[src/rtl/lcd_bus_monitor.sv]
// lcd_bus_monitor
// Receiving end of an HD44780-style character-LCD write bus. The LCD pins are
// oversampled on CLK, each falling edge of LCD_E is decoded as an instruction
// or a character write, and a 2x16 shadow of the visible DDRAM is kept along
// with cursor, mode and emulated busy state.
//
// Ports
//   CLK, RESETN          system clock, asynchronous active-low reset
//   LCD_E/RS/RW/DATA     raw LCD bus pins (asynchronous to CLK)
//   RD_ADDR / RD_DATA    combinational shadow read (0-15 line 1, 16-31 line 2)
//   CURSOR               DDRAM address counter
//   DISP_ON, ENTRY_ID    display-on bit, entry-mode increment/decrement
//   FUNC                 {DL,N,F} from the last Function Set
//   BUSY                 emulated busy flag
//   EVT_VALID/RS/DATA    one-cycle pulse plus payload per accepted write
//   ERR                  sticky: transfer while busy, or instruction 0x00
//   DBG_STATE            current FSM state (IDLE=0, CLEARING=1, BUSY=2)
//
// Handshake: there is no back-pressure. EVT_VALID is a single-cycle strobe;
// EVT_RS/EVT_DATA are valid in that cycle and hold until the next accepted
// transfer. A transfer seen while BUSY is high is dropped and flagged in ERR.
module lcd_bus_monitor #(
    parameter int unsigned BUSY_CYC = 37,
    parameter int unsigned CLR_CYC  = 1520
) (
    input  logic       CLK,
    input  logic       RESETN,
    input  logic       LCD_E,
    input  logic       LCD_RS,
    input  logic       LCD_RW,
    input  logic [7:0] LCD_DATA,
    input  logic [4:0] RD_ADDR,
    output logic [7:0] RD_DATA,
    output logic [6:0] CURSOR,
    output logic       DISP_ON,
    output logic       ENTRY_ID,
    output logic [2:0] FUNC,
    output logic       BUSY,
    output logic       EVT_VALID,
    output logic       EVT_RS,
    output logic [7:0] EVT_DATA,
    output logic       ERR,
    output logic [1:0] DBG_STATE
);

    typedef enum logic [1:0] {
        S_IDLE     = 2'd0,
        S_CLEARING = 2'd1,
        S_BUSY     = 2'd2
    } state_e;

    // Three-stage synchronisers. Stage 3 of RS/RW/DATA lines up with the
    // last cycle E was seen high when the falling edge is detected.
    logic [2:0]  e_sync_q;
    logic [2:0]  rs_sync_q;
    logic [2:0]  rw_sync_q;
    logic [7:0]  data_s1_q, data_s2_q, data_s3_q;

    state_e      state_q, state_d;
    logic [31:0] cnt_q, cnt_d;
    logic [4:0]  clr_idx_q, clr_idx_d;
    logic [6:0]  cursor_q, cursor_d;
    logic        disp_q, disp_d;
    logic        entry_q, entry_d;
    logic [2:0]  func_q, func_d;
    logic        err_q, err_d;
    logic        evt_valid_q, evt_valid_d;
    logic        evt_rs_q, evt_rs_d;
    logic [7:0]  evt_data_q, evt_data_d;
    logic [7:0]  shadow_q [32];

    logic        wr_en;
    logic [4:0]  wr_idx;
    logic [7:0]  wr_val;
    logic        load_busy;
    logic        fall;
    logic        rs_s;
    logic        rw_s;

    assign fall = e_sync_q[2] & ~e_sync_q[1];
    assign rs_s = rs_sync_q[2];
    assign rw_s = rw_sync_q[2];

    // Two-line DDRAM map: 0x00-0x27 and 0x40-0x67 wrap into each other.
    function automatic logic [6:0] step_ac(input logic [6:0] ac, input logic inc);
        if (inc) begin
            if (ac == 7'h27)      step_ac = 7'h40;
            else if (ac == 7'h67) step_ac = 7'h00;
            else                  step_ac = ac + 7'd1;
        end else begin
            if (ac == 7'h00)      step_ac = 7'h67;
            else if (ac == 7'h40) step_ac = 7'h27;
            else                  step_ac = ac - 7'd1;
        end
    endfunction

    always_ff @(posedge CLK or negedge RESETN) begin
        if (!RESETN) begin
            e_sync_q  <= '0;
            rs_sync_q <= '0;
            rw_sync_q <= '0;
            data_s1_q <= '0;
            data_s2_q <= '0;
            data_s3_q <= '0;
        end else begin
            e_sync_q  <= {e_sync_q[1:0], LCD_E};
            rs_sync_q <= {rs_sync_q[1:0], LCD_RS};
            rw_sync_q <= {rw_sync_q[1:0], LCD_RW};
            data_s1_q <= LCD_DATA;
            data_s2_q <= data_s1_q;
            data_s3_q <= data_s2_q;
        end
    end

    always_comb begin
        state_d     = state_q;
        cnt_d       = cnt_q;
        clr_idx_d   = clr_idx_q;
        cursor_d    = cursor_q;
        disp_d      = disp_q;
        entry_d     = entry_q;
        func_d      = func_q;
        err_d       = err_q;
        evt_valid_d = 1'b0;
        evt_rs_d    = evt_rs_q;
        evt_data_d  = evt_data_q;
        wr_en       = 1'b0;
        wr_idx      = 5'd0;
        wr_val      = 8'h20;
        load_busy   = 1'b0;

        case (state_q)
            S_IDLE: begin
                if (fall && !rw_s) begin
                    evt_valid_d = 1'b1;
                    evt_rs_d    = rs_s;
                    evt_data_d  = data_s3_q;
                    load_busy   = 1'b1;
                    if (rs_s) begin
                        if (cursor_q[6:4] == 3'b000) begin
                            wr_en  = 1'b1;
                            wr_idx = {1'b0, cursor_q[3:0]};
                        end else if (cursor_q[6:4] == 3'b100) begin
                            wr_en  = 1'b1;
                            wr_idx = {1'b1, cursor_q[3:0]};
                        end
                        wr_val   = data_s3_q;
                        cursor_d = step_ac(cursor_q, entry_q);
                    end else if (data_s3_q[7]) begin
                        cursor_d = data_s3_q[6:0];
                    end else if (data_s3_q[6]) begin
                        // CGRAM address is not modelled.
                    end else if (data_s3_q[5]) begin
                        func_d = data_s3_q[4:2];
                    end else if (data_s3_q[4]) begin
                        cursor_d = step_ac(cursor_q, data_s3_q[2]);
                    end else if (data_s3_q[3]) begin
                        disp_d = data_s3_q[2];
                    end else if (data_s3_q[2]) begin
                        entry_d = data_s3_q[1];
                    end else if (data_s3_q[1]) begin
                        cursor_d  = 7'h00;
                        load_busy = 1'b0;
                        state_d   = S_BUSY;
                        cnt_d     = 32'(CLR_CYC - 1);
                    end else if (data_s3_q[0]) begin
                        cursor_d  = 7'h00;
                        entry_d   = 1'b1;
                        load_busy = 1'b0;
                        state_d   = S_CLEARING;
                        clr_idx_d = 5'd0;
                    end else begin
                        err_d     = 1'b1;
                        load_busy = 1'b0;
                    end
                    if (load_busy && (BUSY_CYC != 0)) begin
                        state_d = S_BUSY;
                        cnt_d   = 32'(BUSY_CYC - 1);
                    end
                end
            end
            S_CLEARING: begin
                if (fall) err_d = 1'b1;
                wr_en  = 1'b1;
                wr_idx = clr_idx_q;
                wr_val = 8'h20;
                if (clr_idx_q == 5'd31) begin
                    // The 32 clearing cycles count toward the CLR_CYC total.
                    if (CLR_CYC > 32) begin
                        state_d = S_BUSY;
                        cnt_d   = 32'(CLR_CYC - 33);
                    end else begin
                        state_d = S_IDLE;
                    end
                end else begin
                    clr_idx_d = clr_idx_q + 5'd1;
                end
            end
            S_BUSY: begin
                if (fall) err_d = 1'b1;
                if (cnt_q == 32'd0) state_d = S_IDLE;
                else                cnt_d   = cnt_q - 32'd1;
            end
            default: state_d = S_IDLE;
        endcase
    end

    always_ff @(posedge CLK or negedge RESETN) begin
        if (!RESETN) begin
            state_q     <= S_IDLE;
            cnt_q       <= '0;
            clr_idx_q   <= '0;
            cursor_q    <= '0;
            disp_q      <= 1'b0;
            entry_q     <= 1'b1;
            func_q      <= '0;
            err_q       <= 1'b0;
            evt_valid_q <= 1'b0;
            evt_rs_q    <= 1'b0;
            evt_data_q  <= '0;
            for (int i = 0; i < 32; i++) shadow_q[i] <= 8'h20;
        end else begin
            state_q     <= state_d;
            cnt_q       <= cnt_d;
            clr_idx_q   <= clr_idx_d;
            cursor_q    <= cursor_d;
            disp_q      <= disp_d;
            entry_q     <= entry_d;
            func_q      <= func_d;
            err_q       <= err_d;
            evt_valid_q <= evt_valid_d;
            evt_rs_q    <= evt_rs_d;
            evt_data_q  <= evt_data_d;
            if (wr_en) shadow_q[wr_idx] <= wr_val;
        end
    end

    assign RD_DATA   = shadow_q[RD_ADDR];
    assign CURSOR    = cursor_q;
    assign DISP_ON   = disp_q;
    assign ENTRY_ID  = entry_q;
    assign FUNC      = func_q;
    assign BUSY      = (state_q != S_IDLE);
    assign EVT_VALID = evt_valid_q;
    assign EVT_RS    = evt_rs_q;
    assign EVT_DATA  = evt_data_q;
    assign ERR       = err_q;
    assign DBG_STATE = state_q;

endmodule

[config.mk]
export PLATFORM = sky130hd
export DESIGN_NAME = lcd_bus_monitor
export DESIGN_NICKNAME = d
export VERILOG_FILES = /design/src/rtl/lcd_bus_monitor.sv
export SDC_FILE = /design/constraint.sdc
export NUM_CORES = 1
export LEC_CHECK = 0
export CORE_MARGIN = 5
export CORE_UTILIZATION = 58
export CTS_BUF_LIST = sky130_fd_sc_hd__clkbuf_8
export DETAILED_ROUTE_END_ITERATION = 10
export GPL_TIMING_DRIVEN = 1
export PLACE_DENSITY_LB_ADDON = 0.08
export SLEW_MARGIN = 10
export SYNTH_ARGS = -nofsm -noshare
export SYNTH_HDL_FRONTEND = slang
export SYNTH_SLANG_ARGS = --single-unit
[constraint.sdc]
create_clock -name CLK -period 3.2 [get_ports CLK]
set_clock_uncertainty 0.1 [all_clocks]
set_input_delay 0.64 -clock CLK [delete_from_list [all_inputs] [get_ports CLK]]
set_output_delay 0.64 -clock CLK [all_outputs]
set_load 0.005 [all_outputs]
## After elaboration in Yosys (flattened, before gate mapping)

Index checks and enable logic that the tools add are counted.

- Word-level logic and storage cells: 225
- Input port bits: 18
- Output and inout bits: 34
- Flip-flop bits (word level): 351

- $lt $le $gt $ge: 3
- Equality and inequality tests: 37
- Mux-type cells: 99
- Bitwise operators: 10
- $add $sub $neg: 4
- Reductions and logical operators: 23

Operators with widths:

| kind | number |
|---|---|
| 32-bit two-way mux | 12 |
| 256-bit bitwise mux | 1 |
| 7-bit two-way mux | 15 |
| 32-bit one-hot mux with 3 select lines | 1 |
| 5-bit two-way mux | 15 |
| 8-bit two-way mux | 6 |
| 8-bit binary-select mux with 5-bit select | 1 |
| 8-bit demux with 5-bit select | 1 |
| 12-bit AND reduction | 3 |
| 32-bit zero test | 1 |
| 32-bit by 1-bit subtractor with 32-bit output, second input constant | 1 |
| 2-bit != test, second input constant | 15 |
| 1-bit two-way mux | 29 |
| 2-bit two-way mux | 13 |
| 3-bit != test, second input constant | 8 |
| 5-bit one-hot mux with 2 select lines | 2 |
| 7-bit == test, second input constant | 2 |
| 6-bit greater-or-equal comparator, second input constant | 2 |
| 5-bit inverter with 6-bit output | 2 |
| 11-bit AND reduction | 1 |
| 10-bit AND reduction | 1 |
| 4-bit by 2-bit != test with 1-bit output, second input constant | 2 |
| 8-bit AND reduction | 1 |
| 2-bit nonzero test | 4 |
| other kinds (27) | 37 |

## Longest topological paths before layout

- Depth after elaboration: 12
- Depth in mapped cells: 11
- Mapped depth without buffers: 8

## Worst setup path before layout

No wires, ideal clock.

- Path kind: input -> output
- Start point: input port RD_ADDR[0]
- End point: output port RD_DATA[0]
- Data required time: 2.460 ns
- Path buffers: 2
- Data arrival time: 2.579 ns
- Cell stages on the path: 5
- Setup slack: -0.119 ns
- Cells stage by stage: clkbuf_1 -> buf_2 -> mux4_2 -> mux4_2 -> mux2_2

- Cells in the longest elaborated chain, start to end: 4

RTL lines:

| what | line | source |
|---|---|---|
| start: declaration | 32 | `input logic [4:0] RD_ADDR,` |
| 5-bit inverter with 6-bit output (implied by the code) | 238 | `assign RD_DATA = shadow_q[RD_ADDR];` |
| 8-bit binary-select mux with 5-bit select | 238 |  |
| 8-bit two-way mux (implied by the code) (2 in series) | 238 |  |
| end: declaration | 33 | `output logic [7:0] RD_DATA,` |

Every way passes these cells. The select of a mux whose other input is x is not followed.

## Worst setup path after layout

- Start point: input port RD_ADDR[0]
- End point: output port RD_DATA[2]

The elaborated chain is that of the path after synthesis.

==> impl_metrics.ini <==
[grt]
grt_pass1_vias = 11100
antenna_found_initial = 0
grt.total_usage_pct = 24.9
grt_max_degree = 75
grt_pass1_wl_mm = 65.1
gr-total-overflow = 0

[synthesis]
synthFlopType = dfrtp_1
synth_top_cell_by_area = dfrtp_1
ys_seq_area_share_pct = 52.1
synth.cell_area_um2 = 16900
async_flop_share_pct = 100
synth_area_leaders = dfrtp_1 47%, mux2_2 18%, mux4_2 11%
synth_cells = 1218
yosysTopAreaCellShare_pct = 47.0
yosys_warnings = 0
yosys.cell_types.count = 80
synth_nets = 1246
synth_edf_count = 0
avgSynthCellArea_um2 = 13.9
ys_seq_elements = 351

[drt]
ant_nets = 0
drtIter0Drc = 856
wl_per_cell_um = 23.1
via_per_inst = 6.33
drtPass1Iterations = 7
finalWirelength_mm = 40.2
num_vias = 11000
drc_errors = 0

[setup_path]
end_kind = output port
critPathLaunchType = input port
path_class = input port to output port
crit_fanout = 6
worstPathArrival_ps = 2460
r2r_setup_slack_ps = 230
reg2reg_to = shadow_q[84]
cp.required_ps = 2460
worst-r2r-cell-count = 8
rr_startpoint = DBG_STATE[0]

[final_layout]
fin_nets = 1341
syn_to_final_growth_pct = 16.5
final_layout_size_suffix_gt1_share_pct = 44.9
final_area_um2 = 19700
diodes = 0
fin_cells = 1742

[placement]
place_worst_setup_slack_ps = -408
place_inst = 1621
place_area_um2 = 18100
gp_congestion = 0.871
hpwlAfterDp_mm = 26.6
port_buffers = 51

[power_and_ir_drop]
total_power_mw = 12.1
leakagePower_nw = 9.12
p_per_area_nw_per_um2 = 614
irDropWorstVdd_v = 0.000459

[floorplan]
ios = 52
start_util_pct = 58.8
coreArea_um2 = 28800
die-area_um2 = 32700
die_y_um = 181
die_x_um = 181
num_rows = 62

[sta]
layout_setup_ws_ps = -1.99
finalCritPeriodShare_pct = 100
finalHoldViolCount = 0
slew_headroom_pct = 37.5
drv_slew = 0
fmax_ghz = 0.312
rsz0062_at_grt = yes
finalCriticalPeriod_ps = 3200
setup_viol_count_final = 1
worstMarginPinSlew_ps = 938

[hold_path]
whs_endpoint = rs_sync_q[2]
hold_path_class = flip-flop to flip-flop
hold_depth = 0
min_from = rs_sync_q[1]

[clock_tree]
h-tree-depth = 2
path_clk_slew_ps = 60
clock_latency_ps = 600
cts_buffer_depth = 3
cts_sinks = 351
cts-root-buf = clkbuf_8
cts_tree = done
cts_buffers = 57

[flow_run]
drv_cap = 0

[outcome]
violations = setup timing
status = finished with violations
-- cell usage in the layout, fill, tap and decap left out, types with 5 or more instances in the layout --
cell type,count
a21oi_1,33
nor3_1,12
nand2_2,12
buf_6,8
a41oi_1,5
clkdlybuf4s50_1,40
nor2_2,6
a31oi_1,14
clkinv_2,10
and3_1,11
or4_1,10
and2_1,8
buf_4,50
clkbuf_8,76
a211oi_1,5
nand2_1,37
nand4_1,10
or2_2,5
o21ai_0,22
nand3_1,24
nand3_2,8
ha_1,10
nor2b_1,6
inv_1,32
mux2_4,8
dfrtp_1,318
nor4_1,7
nor2_1,20
mux4_2,80
dfstp_2,33
mux2_2,261
buf_8,5
nand2b_1,8
buf_12,16
o41ai_1,8
or3_1,6
o31ai_1,29
mux2_1,7
-- sequential cells by signal, summed over array words and instances (netlist names), 5 cells and up --
signal / cells
CURSOR: 7
EVT_DATA: 8
clr_idx_q: 5
cnt_q: 32
data_s1_q: 8
data_s2_q: 8
data_s3_q: 8
shadow_q: 256
-- how the worst max path moves through the flow --
stage,start,end,slack [ps]
finish,RD_ADDR[0],RD_DATA[2],-2
global route,shadow_q[129],RD_DATA[1],-40
CTS,RD_ADDR[0],RD_DATA[0],-20
detailed placement,RD_ADDR[0],RD_DATA[6],-410
global placement,RD_ADDR[0],RD_DATA[2],-390
floorplan,RD_ADDR[2],RD_DATA[0],70
-- power breakdown --
| part | internal (mW) | total, mW | switching (mW) |
|---|---|---|---|
| clock | 2.29 | 4.09 | 1.80 |
| sequential | 4.73 | 5.04 | 0.307 |
| combinational | 1.26 | 2.98 | 1.72 |
| total | 8.28 | 12.1 | 3.83 |
-- cells by family (layout without fill, tap and decap cells) --
family          after synthesis  count (layout)  synth area share (%)
xor+xnor                      5               5                 0.259
flops                       351             351                  52.1
buf+inv                     111             251                  2.63
simple gates                221             221                  8.27
fa+ha+maj                    10              10                 0.739
mux                         360             360                  29.2
compound gates              160             160                  6.75
-- worst max-delay path, stage by stage --
cell    delay, ps
buf_16        130
buf_16        130
buf_4         110
mux4_2        470
mux4_2        540
mux2_4        300
buf_6         110
-- cell usage after synthesis, types with 10 or more instances --
library cell / count
a21oi_1: 33
a31oi_1: 14
and3_1: 11
buf_2: 11
clkbuf_1: 68
dfrtp_1: 318
dfstp_2: 33
ha_1: 10
inv_1: 20
mux2_2: 269
mux4_2: 80
nand2_1: 37
nand2_2: 12
nand3_1: 24
nand4_1: 10
nor2_1: 21
nor3_1: 13
o21ai_0: 22
o31ai_1: 29
or4_1: 10
-- per-layer routing --
| metal | vias up | track usage [%] | routed length, µm |
|---|---|---|---|
| li1 | 4849 | - | - |
| met1 | 5755 | 38.1 | 18400 |
| met3 | 58 | 4.26 | 2340 |
| met4 | 0 | 5.54 | 680 |
| met2 | 367 | 37.8 | 18800 |
| met5 | - | 0 | 0 |
-- cell type report --
type	count	area, µm²
Clock inverter	28	189
Tap cell	384	480
Inverter	20	75.1
Clock buffer	76	1050
Sequential cell	351	8820
Fill cell	2007	9060
Timing Repair Buffer	127	1400
Multi-Input combinational cell	756	7710
-- metrics by stage --
step	setup TNS (ps)	hold WS [ps]	util, %
2_1_floorplan	0	231	-
3_3_place_gp	-2930	232	63.0
3_5_place_dp	-3080	235	63.0
4_1_cts	-47.1	248	68.6
5_1_grt	-175	254	68.5
6_report	-1.99	245	68.5
-- repair_timing --
| item | 4_1_cts | 5_1_grt |
|---|---|---|
| pin swaps | 0 | 1 |
| hold buffers | 1 | 0 |
| hold endpoints to repair | 67 | 0 |
| gates resized for setup | 62 | 9 |
| cloned | 5 | 0 |
| buffers inserted | 13 | 1 |
| setup endpoints to repair | 8 | 56 |
Note: power is estimated with default switching activity, not from simulation.
